## config.mk

```make
export PLATFORM = sky130hd
export DESIGN_NAME = sr8_ctrl
export DESIGN_NICKNAME = d
export VERILOG_FILES = /design/src/rtl/sr8_ctrl.sv
export SDC_FILE = /design/constraint.sdc
export NUM_CORES = 1
export LEC_CHECK = 0
export BUFFER_PORTS_ARGS = -buffer_cell sky130_fd_sc_hd__buf_2
export CAP_MARGIN = 20
export CORE_AREA = 2 2 41 43
export CTS_CLUSTER_DIAMETER = 40
export DETAILED_ROUTE_END_ITERATION = 8
export DIE_AREA = 0 0 43 45
export PLACE_DENSITY = 0.7
export SLEW_MARGIN = 20
export SYNTH_ARGS = -nofsm -noshare
export SYNTH_HDL_FRONTEND = slang
export SYNTH_SLANG_ARGS = --single-unit
```

## constraint.sdc

```tcl
create_clock -name clk -period 4.3 [get_ports clk]
set_input_delay 0.645 -clock clk [delete_from_list [all_inputs] [get_ports clk]]
set_output_delay 0.645 -clock clk [all_outputs]
set_load 0.02 [all_outputs]
```

## src/rtl/sr8_ctrl.sv

```systemverilog
// USB RX bit-timing and byte-framing controller for the 8-bit shift register.
// Ports: clk, rst (async high), rcving, d_edge, d_orig -> shift_enable,
//   byte_received, stuff_err, byte_abort, bit_cnt[2:0].
module sr8_ctrl #(
  parameter int CLKS_PER_BIT = 8,
  parameter int SAMPLE_PHASE = 3,
  parameter int STUFF_LIMIT  = 6
) (
  input  logic       clk,
  input  logic       rst,
  input  logic       rcving,
  input  logic       d_edge,
  input  logic       d_orig,
  output logic       shift_enable,
  output logic       byte_received,
  output logic       stuff_err,
  output logic       byte_abort,
  output logic [2:0] bit_cnt
);

  localparam int PW = (CLKS_PER_BIT > 1) ? $clog2(CLKS_PER_BIT) : 1;
  localparam int OW = $clog2(STUFF_LIMIT + 1);
  localparam logic [PW-1:0] PH_SAMPLE = PW'(SAMPLE_PHASE);
  localparam logic [PW-1:0] PH_LAST   = PW'(CLKS_PER_BIT - 1);
  localparam logic [PW-1:0] PH_RESYNC = PW'(1);
  localparam logic [OW-1:0] ONES_MAX  = OW'(STUFF_LIMIT);

  typedef enum logic [1:0] {
    IDLE,
    ACTIVE,
    ERR
  } state_t;

  state_t        state, state_nx;
  logic [PW-1:0] phase, phase_nx;
  logic [OW-1:0] ones_cnt, ones_nx;
  logic [2:0]    bit_nx;
  logic          byte_nx, err_nx, abort_nx;
  logic          sample, stuffed;

  // rcving low wins over a coincident sample point.
  assign sample  = (state == ACTIVE) && rcving && (phase == PH_SAMPLE);
  assign stuffed = (ones_cnt == ONES_MAX);
  assign shift_enable = sample && !stuffed;

  always_ff @(posedge clk or posedge rst) begin
    if (rst) begin
      state         <= IDLE;
      phase         <= '0;
      ones_cnt      <= '0;
      bit_cnt       <= '0;
      byte_received <= 1'b0;
      stuff_err     <= 1'b0;
      byte_abort    <= 1'b0;
    end else begin
      state         <= state_nx;
      phase         <= phase_nx;
      ones_cnt      <= ones_nx;
      bit_cnt       <= bit_nx;
      byte_received <= byte_nx;
      stuff_err     <= err_nx;
      byte_abort    <= abort_nx;
    end
  end

  always_comb begin
    state_nx = state;
    phase_nx = phase;
    ones_nx  = ones_cnt;
    bit_nx   = bit_cnt;
    byte_nx  = 1'b0;
    err_nx   = 1'b0;
    abort_nx = 1'b0;
    unique case (state)
      IDLE: begin
        phase_nx = '0;
        ones_nx  = '0;
        bit_nx   = '0;
        if (rcving) state_nx = ACTIVE;
      end
      ACTIVE: begin
        if (!rcving) begin
          state_nx = IDLE;
          phase_nx = '0;
          ones_nx  = '0;
          bit_nx   = '0;
          abort_nx = (bit_cnt != 3'd0);
        end else begin
          // The edge cycle itself is phase 0, so resync lands on 1.
          if (d_edge)
            phase_nx = PH_RESYNC;
          else if (phase == PH_LAST)
            phase_nx = '0;
          else
            phase_nx = phase + 1'b1;
          if (sample) begin
            if (stuffed) begin
              ones_nx = '0;
              if (d_orig) begin
                err_nx   = 1'b1;
                state_nx = ERR;
              end
            end else begin
              bit_nx  = bit_cnt + 3'd1;
              byte_nx = (bit_cnt == 3'd7);
              ones_nx = d_orig ? ones_cnt + 1'b1 : '0;
            end
          end
        end
      end
      ERR: begin
        if (!rcving) begin
          state_nx = IDLE;
          phase_nx = '0;
          ones_nx  = '0;
          bit_nx   = '0;
        end
      end
      default: state_nx = IDLE;
    endcase
  end

endmodule

```

* Yosys cells after proc, flatten, opt, wreduce, memory -nomap -nowiden *
Cells that the tools add are included.

storage, ports and cells
  flip-flop bits (word level) = 14
  word-level logic and storage cells = 65
  bits of input ports = 5
  output and inout port bits = 7

operators by class
  $add $sub $neg = 3
  equality and inequality tests = 12
  mux-type cells = 32
  reductions and logical operators = 11

operators with widths
  cell                   count
  $mux W3                11
  $pmux W3 S3            3
  $mux W2                6
  $ne A3 B3 Y1 const B   4
  $mux W1                11
  $add A3 B1 Y3 const B  3
  $eq A3 B3 Y1 const B   3
  $pmux W2 S3            1
  $reduce_bool A3 Y1     2
  $reduce_and A5 Y1      1
  $ne A2 B2 Y1 const B   2
  $reduce_and A4 Y1      1
  $eq A3 B2 Y1 const B   1
  $logic_and A1 B1 Y1    3
  $reduce_and A3 Y1      1
  $eq A2 B1 Y1 const B   1
  $eq A2 B2 Y1 const B   1
  $logic_not A2 Y1       1
  $reduce_and A2 Y1      1
  $logic_not A1 Y1       1

* Logic depth before layout (Yosys ltp) *
Gate-level depths: netlist of the first run.

  depth in word-level cells = 6
  depth in mapped cells = 6
  gate-level depth less buffers = 5

* Worst setup path before layout of the first run *
OpenSTA, ideal clock, no wires.

  kind = reg2out
  start = register phase[0]
  end = output shift_enable
  arrival = 1,214 ps
  cell stages (with the launch flop) = 6
  required time = 3,655 ps
  buffers on the path = 1
  setup slack = 2,441 ps
  path through = dfrtp_1 > ha_1 > ha_1 > a21boi_0 > nor2b_1 > clkbuf_2

between the ends
  word-level cells in the longest chain between the ends = 3

ends and longest elaborated chain
  what                      RTL line  RTL
  start: declaration        35        logic [PW-1:0] phase, phase_nx;
  start signal: assignment  57        phase <= phase_nx;
  $eq A3 B2 Y1              42        assign sample = (state == ACTIVE) && rcving && (phase == PH_SAMPLE);
  $logic_and A1 B1 Y1       42
  $logic_and A1 B1 Y1       44        assign shift_enable = sample && !stuffed;
  end: declaration          14        output logic shift_enable,

No other way between the ends.

* Final worst setup path of the first run *
Same ends and word-level chain as after synthesis.

==> flow_metrics.env, run 1 <==
export IMPL_grt_pass1_vias=520
export IMPL_start_kind="flop"
export IMPL_fin_ws_ps=1737
export IMPL_synth_ff_type="dfrtp_1"
export IMPL_gp_congestion=0.6931
export IMPL_max_vdd_ir_drop_mv=0.1970
export IMPL_hpwl_um=913.6
export IMPL_crit_arrival_ps=1920
export IMPL_worst_pin_slew_ps=510.9
export IMPL_place_ws_ps=2059
export IMPL_timing_fmax_mhz=390.2
export IMPL_synthTopCellsByCount="dfrtp_1 (14), ha_1 (8), inv_1 (7), nor2_1 (4)"
export IMPL_portBuffers=11
export IMPL_synth_top_area_share_pct=48.61
export IMPL_synth_edff_count=0
export IMPL_regToRegSetupSlack_ps=2620
export IMPL_instances_no_fill=94
export IMPL_final_setup_viol_count=0
export IMPL_rows=14
export IMPL_power_frac_comb_pct=4.8
export IMPL_cp_common_cell="ha_1"
export IMPL_grt_overflow=0
export IMPL_cp_slowest_cell="nor2b_1"
export IMPL_tritoncts="yes"
export IMPL_grt_antenna_before_repair=0
export IMPL_dp_cells=90
export IMPL_initial_core_util_pct=48.98
export IMPL_status="completed"
export IMPL_p_int_uw=188.4
export IMPL_hold_class="input pin to asynchronous set/reset pin"
export IMPL_crit_path_max_fanout=7
export IMPL_crit_chain="ha_1 > ha_1 > a21boi_0 > nor2b_1 > buf_2"
export IMPL_finalCritPeriodShare_pct=59.60
export IMPL_syn_num_nets=77
export IMPL_yosys_warnings=0
export IMPL_max_cap_violations=0
export IMPL_yosysMostFrequentCell="dfrtp_1"
export IMPL_cts_setup_buffers=0
export IMPL_dpl_cell_area_sq_um=790.8
export IMPL_ctsHoldBuffers=0
export IMPL_r2r_start="phase[0]"
export IMPL_antenna_cells=0
export IMPL_rr_worst_depth=5
export IMPL_cpLargestDelayFamily="simple AND/OR/NAND/NOR gates"
export IMPL_critPathBufInv=1
export IMPL_yosys_area_top_type="dfrtp_1"
export IMPL_slew_headroom_pct=65.90
export IMPL_endpoint_kind="output pin"
export IMPL_fin_crit_ps=2563
export IMPL_wl_per_cell_um=13.27
export IMPL_ys_seq_area_share_pct=48.61
export IMPL_area_growth_synth_to_final_pct=14.76
export IMPL_cp_required_ps=3650
export IMPL_drc_errors=0
export IMPL_viasPerCell=5.532
export IMPL_r2r_end="bit_cnt[0]"
export IMPL_fp_dieH_um=45
export IMPL_pwr_share_clk_pct=39.8
export IMPL_clkSinkCount=14
export IMPL_yosys_register_bits=14
export IMPL_slowest_delay_ps=410
export IMPL_core_region_area_sq_mm=0.001471
export IMPL_vias=520
export IMPL_grt_max_degree=15
export IMPL_clock_skew_ps=4.753
export IMPL_avgSynthCellArea_sq_um=11.26
export IMPL_wl_um=1247
export IMPL_path_clk_slew_ps=90
export IMPL_yosysUniqueCellTypes=26
export IMPL_postCtsResizedCells=0
export IMPL_cts_root_buf="clkbuf_4"
export IMPL_synth_async_reset_ratio_pct=100.0
export IMPL_cts_max_level=1
export IMPL_seq_power_share_pct=55.4
export IMPL_grt_pass1_wl_um=2249
export IMPL_synthCells=64
export IMPL_worstSkewPairLatency_ps=290
export IMPL_cts_buffer_depth=2
export IMPL_power_switching_uw=54.40
export IMPL_fin_area_sq_um=827.0
export IMPL_die_area_sq_mm=0.001935
export IMPL_n_fill_cell=127
export IMPL_hold_viol_final=0
export IMPL_critical_path_class="flop to output pin"
export IMPL_rsz0062_at_grt="false"
export IMPL_cts_made_buffers=3
export IMPL_p_leak_uw=0.0004433
export IMPL_synth_area_sq_um=720.7
export IMPL_die_w_um=43
export IMPL_slew_viol_final=0
export IMPL_track_usage_pct=16.35
export IMPL_p_sw_share_pct=22.41
export IMPL_yosys_top_cells_area="dfrtp_1 (49%), ha_1 (14%), inv_1 (3.6%)"
export IMPL_ios=12
export IMPL_first_iter_violations=7
export IMPL_fin_tns_setup_ps=0
export IMPL_layout_drive_gt1_share_pct=21.79
export IMPL_power_density_mw_per_mm2=293.6
export IMPL_num_nets_final=92
export IMPL_ant_nets=0
export IMPL_first_pass_iters=4
==> worst register-to-register path, delay by kind of cell, from the launching register on <==
kind | cells | cell delay [ps]
fa+ha+maj | 2 | 380
mux | 1 | 240
compound gates | 1 | 210
flops | 1 | 390
simple gates | 1 | 410
==> state kept, by name, summed over array words and instances (netlist names) <==
register,count
stuff_err,1
bit_cnt,3
state,2
byte_abort,1
byte_received,1
ones_cnt,3
phase,3
==> layer usage <==
| layer | global-route usage [%] | share of wire [%] | up-vias |
|---|---|---|---|
| met5 | 0 | 0 | - |
| met4 | 13.33 | 3.2 | 0 |
| met3 | 2.800 | 3.4 | 5 |
| met2 | 23.64 | 44 | 10 |
| met1 | 21.65 | 49 | 247 |
| li1 | - | - | 258 |
==> placed cells by master (no fill, tap or decap), types with 2 or more instances in the layout <==
| cell | netlist | final |
|---|---|---|
| o21ai_0 | 3 | 3 |
| a31oi_1 | 2 | 2 |
| ha_1 | 8 | 8 |
| o21ai_1 | 2 | 2 |
| buf_2 | 0 | 11 |
| nor2b_1 | 3 | 3 |
| a22o_1 | 3 | 3 |
| nand2_1 | 2 | 2 |
| dfrtp_1 | 14 | 14 |
| nor2_1 | 4 | 4 |
| inv_1 | 7 | 7 |
| clkbuf_4 | 0 | 3 |
==> cell type report <==
class,instances,area [sq um],area share [%]
Sequential cell,14,350.3,42.36
Multi-Input combinational cell,42,339.1,41.00
Timing Repair Buffer,11,55.05,6.657
Clock buffer,4,36.28,4.387
Inverter,7,26.28,3.177
Tap cell,16,20.02,2.421
==> worst max path at each step <==
| stage | endpoint | depth (start not counted) | start |
|---|---|---|---|
| detailed placement | shift_enable | 5 | phase[0] |
| global route | shift_enable | 5 | phase[0] |
| global placement | shift_enable | 5 | phase[0] |
| finish | shift_enable | 5 | phase[0] |
| CTS | shift_enable | 5 | phase[0] |
| floorplan | shift_enable | 5 | phase[0] |
==> through the flow <==
| step | power [uW] | hold slack, ps | util [%] |
|---|---|---|---|
| 6_report | 242.8 | 369.1 | 56.21 |
| 5_1_grt | 252.8 | 454.9 | 56.21 |
| 4_1_cts | 246.8 | 390.0 | 56.21 |
| 3_5_place_dp | 149.3 | 529.7 | 53.74 |
| 3_3_place_gp | 148.8 | 518.8 | 53.74 |
| 2_1_floorplan | 143.5 | 484.7 | - |
==> power groups by stage <==
stage	logic, uW	registers (uW)	clock network (uW)
global route	14.0	135	104
global placement	11.7	137	0
finish	11.8	134	96.6
floorplan	6.80	137	0
CTS	12.1	134	100
detailed placement	12.2	137	0
==> kinds of logic after synthesis <==
| group | Yosys count | share of synthesized area [%] |
|---|---|---|
| and+or+nand+nor | 17 | 15.97 |
| adders and majority gates | 8 | 13.89 |
| muxes | 1 | 1.562 |
| AOI/OAI and AO/OA | 16 | 15.63 |
| buffers and inverters | 8 | 4.340 |
| DFF | 14 | 48.61 |
Power figures use the tool's default switching activity.
==> run 2, diff against run 1 <==
==> constraint.sdc (replaced) <==
create_clock -name clk -period 2.55 [get_ports clk]
set_input_delay 0.3825 -clock clk [delete_from_list [all_inputs] [get_ports clk]]
set_output_delay 0.3825 -clock clk [all_outputs]
set_load 0.02 [all_outputs]
==> run 2 against run 1 <==
Register-to-register slack got worse by 1700 ps; sequential cell count did not move; total power rose by 51%; worst setup slack got worse by 1300 ps; via count fell by 2.3%; non-clock buffer count rose by 1; worst hold slack got worse by 240 ps; sequential power rose by 69%; global-route usage fell by 0.77 points; utilization fell by 0.43 points; cell area fell by 0.76%; largest cell class unchanged.
==> flow_metrics.env, run 2 (synthesis gave the netlist of run 1 again) <==
export IMPL_cts_root_buf="clkbuf_4"
export IMPL_vias=508
export IMPL_fin_tns_setup_ps=0
export IMPL_layout_drive_gt1_share_pct=21.79
export IMPL_ant_nets=0
export IMPL_cts_made_buffers=3
export IMPL_layout_commonest_cell="dfrtp_1"
export IMPL_critical_path_class="flop to output pin"
export IMPL_postCtsResizedCells=0
export IMPL_slew_headroom_pct=65.64
export IMPL_tritoncts="yes"
export IMPL_worstSkewPairLatency_ps=270
export IMPL_crit_path_max_fanout=7
export IMPL_max_cap_violations=0
export IMPL_cts_buffer_depth=2
export IMPL_path_clk_slew_ps=80
export IMPL_cp_required_ps=2170
export IMPL_die_area_sq_mm=0.001935
export IMPL_clock_skew_ps=2.960
export IMPL_fp_dieH_um=45
export IMPL_num_nets_final=93
export IMPL_grt_overflow=0
export IMPL_reg_top3="bit_cnt (3), ones_cnt (3), phase (3)"
export IMPL_endpoint_kind="output pin"
export IMPL_final_setup_viol_count=0
export IMPL_grt_antenna_before_repair=0
export IMPL_timing_fmax_mhz=481.5
export IMPL_track_usage_pct=15.58
export IMPL_gp_congestion=0.7245
export IMPL_n_fill_cell=135
export IMPL_p_leak_uw=0.0004415
export IMPL_ios=12
export IMPL_grt_max_degree=15
export IMPL_rsz0062_at_grt="false"
export IMPL_first_pass_iters=4
export IMPL_hold_viol_final=0
export IMPL_hpwl_um=919.7
export IMPL_hold_class="input pin to asynchronous set/reset pin"
export IMPL_finalCritPeriodShare_pct=81.44
export IMPL_die_w_um=43
export IMPL_portBuffers=11
export IMPL_cts_max_level=1
export IMPL_power_density_mw_per_mm2=445.7
export IMPL_ctsHoldBuffers=0
export IMPL_whs_ps=125.3
export IMPL_grt_pass1_wl_um=2145
export IMPL_first_iter_violations=5
export IMPL_grt_pass1_vias=489
export IMPL_start_kind="flop"
export IMPL_viasPerCell=5.404
export IMPL_antenna_cells=0
export IMPL_max_vdd_ir_drop_mv=0.2566
export IMPL_worst_pin_slew_ps=514.8
export IMPL_rows=14
export IMPL_wl_per_cell_um=12.80
export IMPL_slew_viol_final=0
export IMPL_core_region_area_sq_mm=0.001471
export IMPL_fin_crit_ps=2077
export IMPL_drc_errors=0
export IMPL_wl_um=1203
export IMPL_status="completed"
export IMPL_crit_arrival_ps=1690
export IMPL_cts_setup_buffers=0
export IMPL_clkSinkCount=14
export IMPL_final_cell_mix="dfrtp_1 (14), buf_2 (11), ha_1 (8)"
export IMPL_area_growth_synth_to_final_pct=13.89
export IMPL_initial_core_util_pct=48.98
## run 2: metrics by stage
step	worst slack, ps	util (%)	instance area, sq um	cells	total power (uW)
final	473.4	55.78	820.8	94	365.8
after global routing	379.8	55.78	820.8	94	383.7
after CTS	459.1	55.78	820.8	94	371.8
after detailed placement	766.6	54.25	798.3	91	251.8
after global placement	796.4	54.25	798.3	91	251.0
after floorplan	939.4	-	720.7	64	242.0
## run 2: power breakdown
part	switching, uW	total, uW	internal, uW
combinational	13.5	20.4	6.91
clock	64.0	119	54.7
sequential	2.97	227	224
## run 2: worst max-delay path, cell delays in order (launching register included)
cell and delay [ps]:
dfrtp_1 380, ha_1 180, ha_1 190, a21boi_0 210
nor2b_1 150, buf_4 150, buf_2 160
## run 2: layer usage
metal	wire length, um	share of wire (%)	GRT usage (%)
met5	0	0	0
met4	34	2.8	12.73
met3	29	2.4	2.800
met2	516	43	21.21
met1	623	52	21.65
## run 2: area by class of cell
cell class / count / area, sq um / area share [%]
clock buffer: 3 / 22.52 / 2.744
sequential: 14 / 350.3 / 42.68
multi-input combinational: 42 / 339.1 / 41.31
inverter: 7 / 26.28 / 3.201
tap: 16 / 20.02 / 2.439
timing repair buffer: 12 / 62.56 / 7.622
## run 2: path summary, 6_finish.rpt
path                             startpoint            to  slack [ps]  cells after the start
worst min-delay path                    rst    bit_cnt[2]         130                      2
worst min register to register  ones_cnt[1]   ones_cnt[1]         530                      1
worst max register to register     phase[0]    bit_cnt[0]         920                      6
max in group asynchronous               rst   ones_cnt[0]        2080                      2
min in group clk                     d_edge      phase[2]         370                      2
worst max-delay path               phase[0]  shift_enable         470                      6
==> run 3, diff against run 2 <==
--- a/config.mk
+++ b/config.mk
@@ -7,11 +7,11 @@
 export LEC_CHECK = 0
 export BUFFER_PORTS_ARGS = -buffer_cell sky130_fd_sc_hd__buf_2
 export CAP_MARGIN = 20
-export CORE_AREA = 2 2 41 43
+export CORE_AREA = 2 2 43 45
 export CTS_CLUSTER_DIAMETER = 40
 export DETAILED_ROUTE_END_ITERATION = 8
-export DIE_AREA = 0 0 43 45
-export PLACE_DENSITY = 0.7
+export DIE_AREA = 0 0 45 47
+export PLACE_DENSITY = 0.67
 export SLEW_MARGIN = 20
 export SYNTH_ARGS = -nofsm -noshare
 export SYNTH_HDL_FRONTEND = slang
==> constraint.sdc (replaced) <==
create_clock -name clk -period 1.9 [get_ports clk]
set_input_delay 0.285 -clock clk [delete_from_list [all_inputs] [get_ports clk]]
set_output_delay 0.285 -clock clk [all_outputs]
set_load 0.02 [all_outputs]
==> run 3 against run 2 <==
Die area rose by 9.3%; sequential cell count did not move; critical path type unchanged; register-to-register slack got worse by 600 ps; largest power group unchanged; combinational power rose by 34%; clock power rose by 76%; clock skew rose by 5.7 ps; total power rose by 48%; sequential power rose by 34%; highest routed layer unchanged; count of clock-buffer cells in the layout rose by 1; global-route usage fell by 1.9 points; worst setup slack got worse by 360 ps; non-clock buffer count did not move.
==> flow_metrics.env, run 3 (synthesis gave the netlist of run 1 again) <==
export IMPL_hold_viol_final=0
export IMPL_wl_um=1247
export IMPL_hold_class="input pin to asynchronous set/reset pin"
export IMPL_reg_top3="bit_cnt (3), ones_cnt (3), phase (3)"
export IMPL_viasPerCell=5.323
export IMPL_hpwl_um=928.6
export IMPL_slowest_delay_ps=400
export IMPL_timing_fmax_mhz=560.6
export IMPL_critPathBufInv=1
export IMPL_rows=15
export IMPL_instances_no_fill=96
export IMPL_layout_drive_gt1_share_pct=27.85
export IMPL_dp_cells=92
export IMPL_worst_pin_slew_ps=510.3
export IMPL_slew_viol_final=0
export IMPL_die_w_um=45
export IMPL_clkSinkCount=14
export IMPL_initial_core_util_pct=43.64
export IMPL_grt_max_degree=15
export IMPL_layout_commonest_cell="dfrtp_1"
export IMPL_gp_congestion=0.7875
export IMPL_start_kind="flop"
export IMPL_ctsHoldBuffers=0
export IMPL_cp_slowest_cell="dfrtp_1"
export IMPL_num_nets_final=93
export IMPL_portBuffers=11
export IMPL_area_growth_synth_to_final_pct=19.97
export IMPL_track_usage_pct=13.65
export IMPL_rr_worst_depth=6
export IMPL_tritoncts="yes"
export IMPL_ios=12
export IMPL_cts_made_buffers=3
export IMPL_p_leak_uw=0.0004485
export IMPL_crit_chain="ha_2 > ha_4 > a21boi_2 > nor2b_4 > buf_4"
export IMPL_path_clk_slew_ps=80
export IMPL_worstSkewPairLatency_ps=280
export IMPL_max_vdd_ir_drop_mv=0.3863
export IMPL_r2r_end="bit_cnt[0]"
export IMPL_crit_arrival_ps=1500
export IMPL_grt_pass1_vias=443
export IMPL_slew_headroom_pct=65.94
export IMPL_power_density_mw_per_mm2=627.1
export IMPL_crit_path_max_fanout=4
export IMPL_fp_dieH_um=47
export IMPL_critical_path_class="flop to output pin"
export IMPL_die_area_sq_mm=0.002115
export IMPL_cts_max_level=1
export IMPL_fin_crit_ps=1784
export IMPL_first_pass_iters=4
export IMPL_core_region_area_sq_mm=0.001652
export IMPL_rsz0062_at_grt="false"
export IMPL_max_cap_violations=0
export IMPL_r2r_start="phase[1]"
export IMPL_regToRegSetupSlack_ps=320
export IMPL_final_cell_mix="dfrtp_1 (14), buf_2 (10), inv_1 (7)"
export IMPL_grt_antenna_before_repair=0
export IMPL_grt_overflow=0
export IMPL_clock_skew_ps=8.629
export IMPL_fin_tns_setup_ps=0
export IMPL_whs_ps=12.62
export IMPL_antenna_cells=0
export IMPL_fin_ws_ps=116.3
export IMPL_dpl_cell_area_sq_um=799.5
export IMPL_place_ws_ps=257.9
export IMPL_critical_path_depth=5
export IMPL_cp_required_ps=1620
export IMPL_first_iter_violations=3
export IMPL_vias=511
export IMPL_cpLargestDelayFamily="flip-flops"
export IMPL_final_setup_viol_count=0
export IMPL_ant_nets=0
export IMPL_wl_per_cell_um=12.99
export IMPL_grt_pass1_wl_um=1911
export IMPL_status="completed"
export IMPL_drc_errors=0
export IMPL_cts_root_buf="clkbuf_4"
export IMPL_finalCritPeriodShare_pct=93.88
export IMPL_endpoint_kind="output pin"
export IMPL_fin_area_sq_um=864.6
export IMPL_cts_buffer_depth=2
==> run 3: final cells by class <==
| type | count | area, sq um |
|---|---|---|
| fill | 162 | 787.0 |
| multi-input combinational | 42 | 365.4 |
| timing repair buffer | 12 | 65.06 |
| clock buffer | 4 | 36.28 |
| tap | 17 | 21.27 |
| inverter | 7 | 26.28 |
| sequential | 14 | 350.3 |
==> run 3: worst max-delay path by stage <==
stage	start	endpoint	slack [ps]
6_report	phase[1]	shift_enable	120
5_1_grt	phase[0]	shift_enable	30
3_5_place_dp	phase[0]	bit_cnt[0]	260
3_3_place_gp	phase[0]	bit_cnt[0]	300
4_1_cts	phase[0]	shift_enable	20
2_1_floorplan	phase[0]	bit_cnt[0]	290
==> run 3: routing by layer <==
metal | track usage, % | part of all wire [%] | routed length, um | vias up
li1 | - | - | - | 259
met1 | 15.79 | 48 | 593 | 233
met4 | 8.824 | 2.2 | 27 | 0
met3 | 6.923 | 6.7 | 83 | 5
met2 | 20.00 | 43 | 542 | 14
met5 | 0 | 0 | 0 | -
==> run 3: timing repair <==
action	4_1_cts	5_1_grt
endpoints found under the setup margin	1	1
gates resized for setup	3	5
endpoints found under the hold margin	0	0
pin swaps	0	1
setup buffers	0	0
==> run 3: power by group <==
| part | switching (uW) | leakage, uW | internal (uW) | total, uW |
|---|---|---|---|---|
| sequential | 3.97 | 0.000192 | 300 | 304 |
| combinational | 17.8 | 0.000235 | 9.60 | 27.4 |
| clock | 93.7 | 0.0000210 | 117 | 210 |
==> run 3: metrics by stage <==
stage                     utilization (%)  total power [uW]
after floorplan                         -             324.7
after global placement              48.41             337.3
after detailed placement            48.41             337.1
after CTS                           50.91             549.7
after global routing                52.35             573.2
final                               52.35             542.2
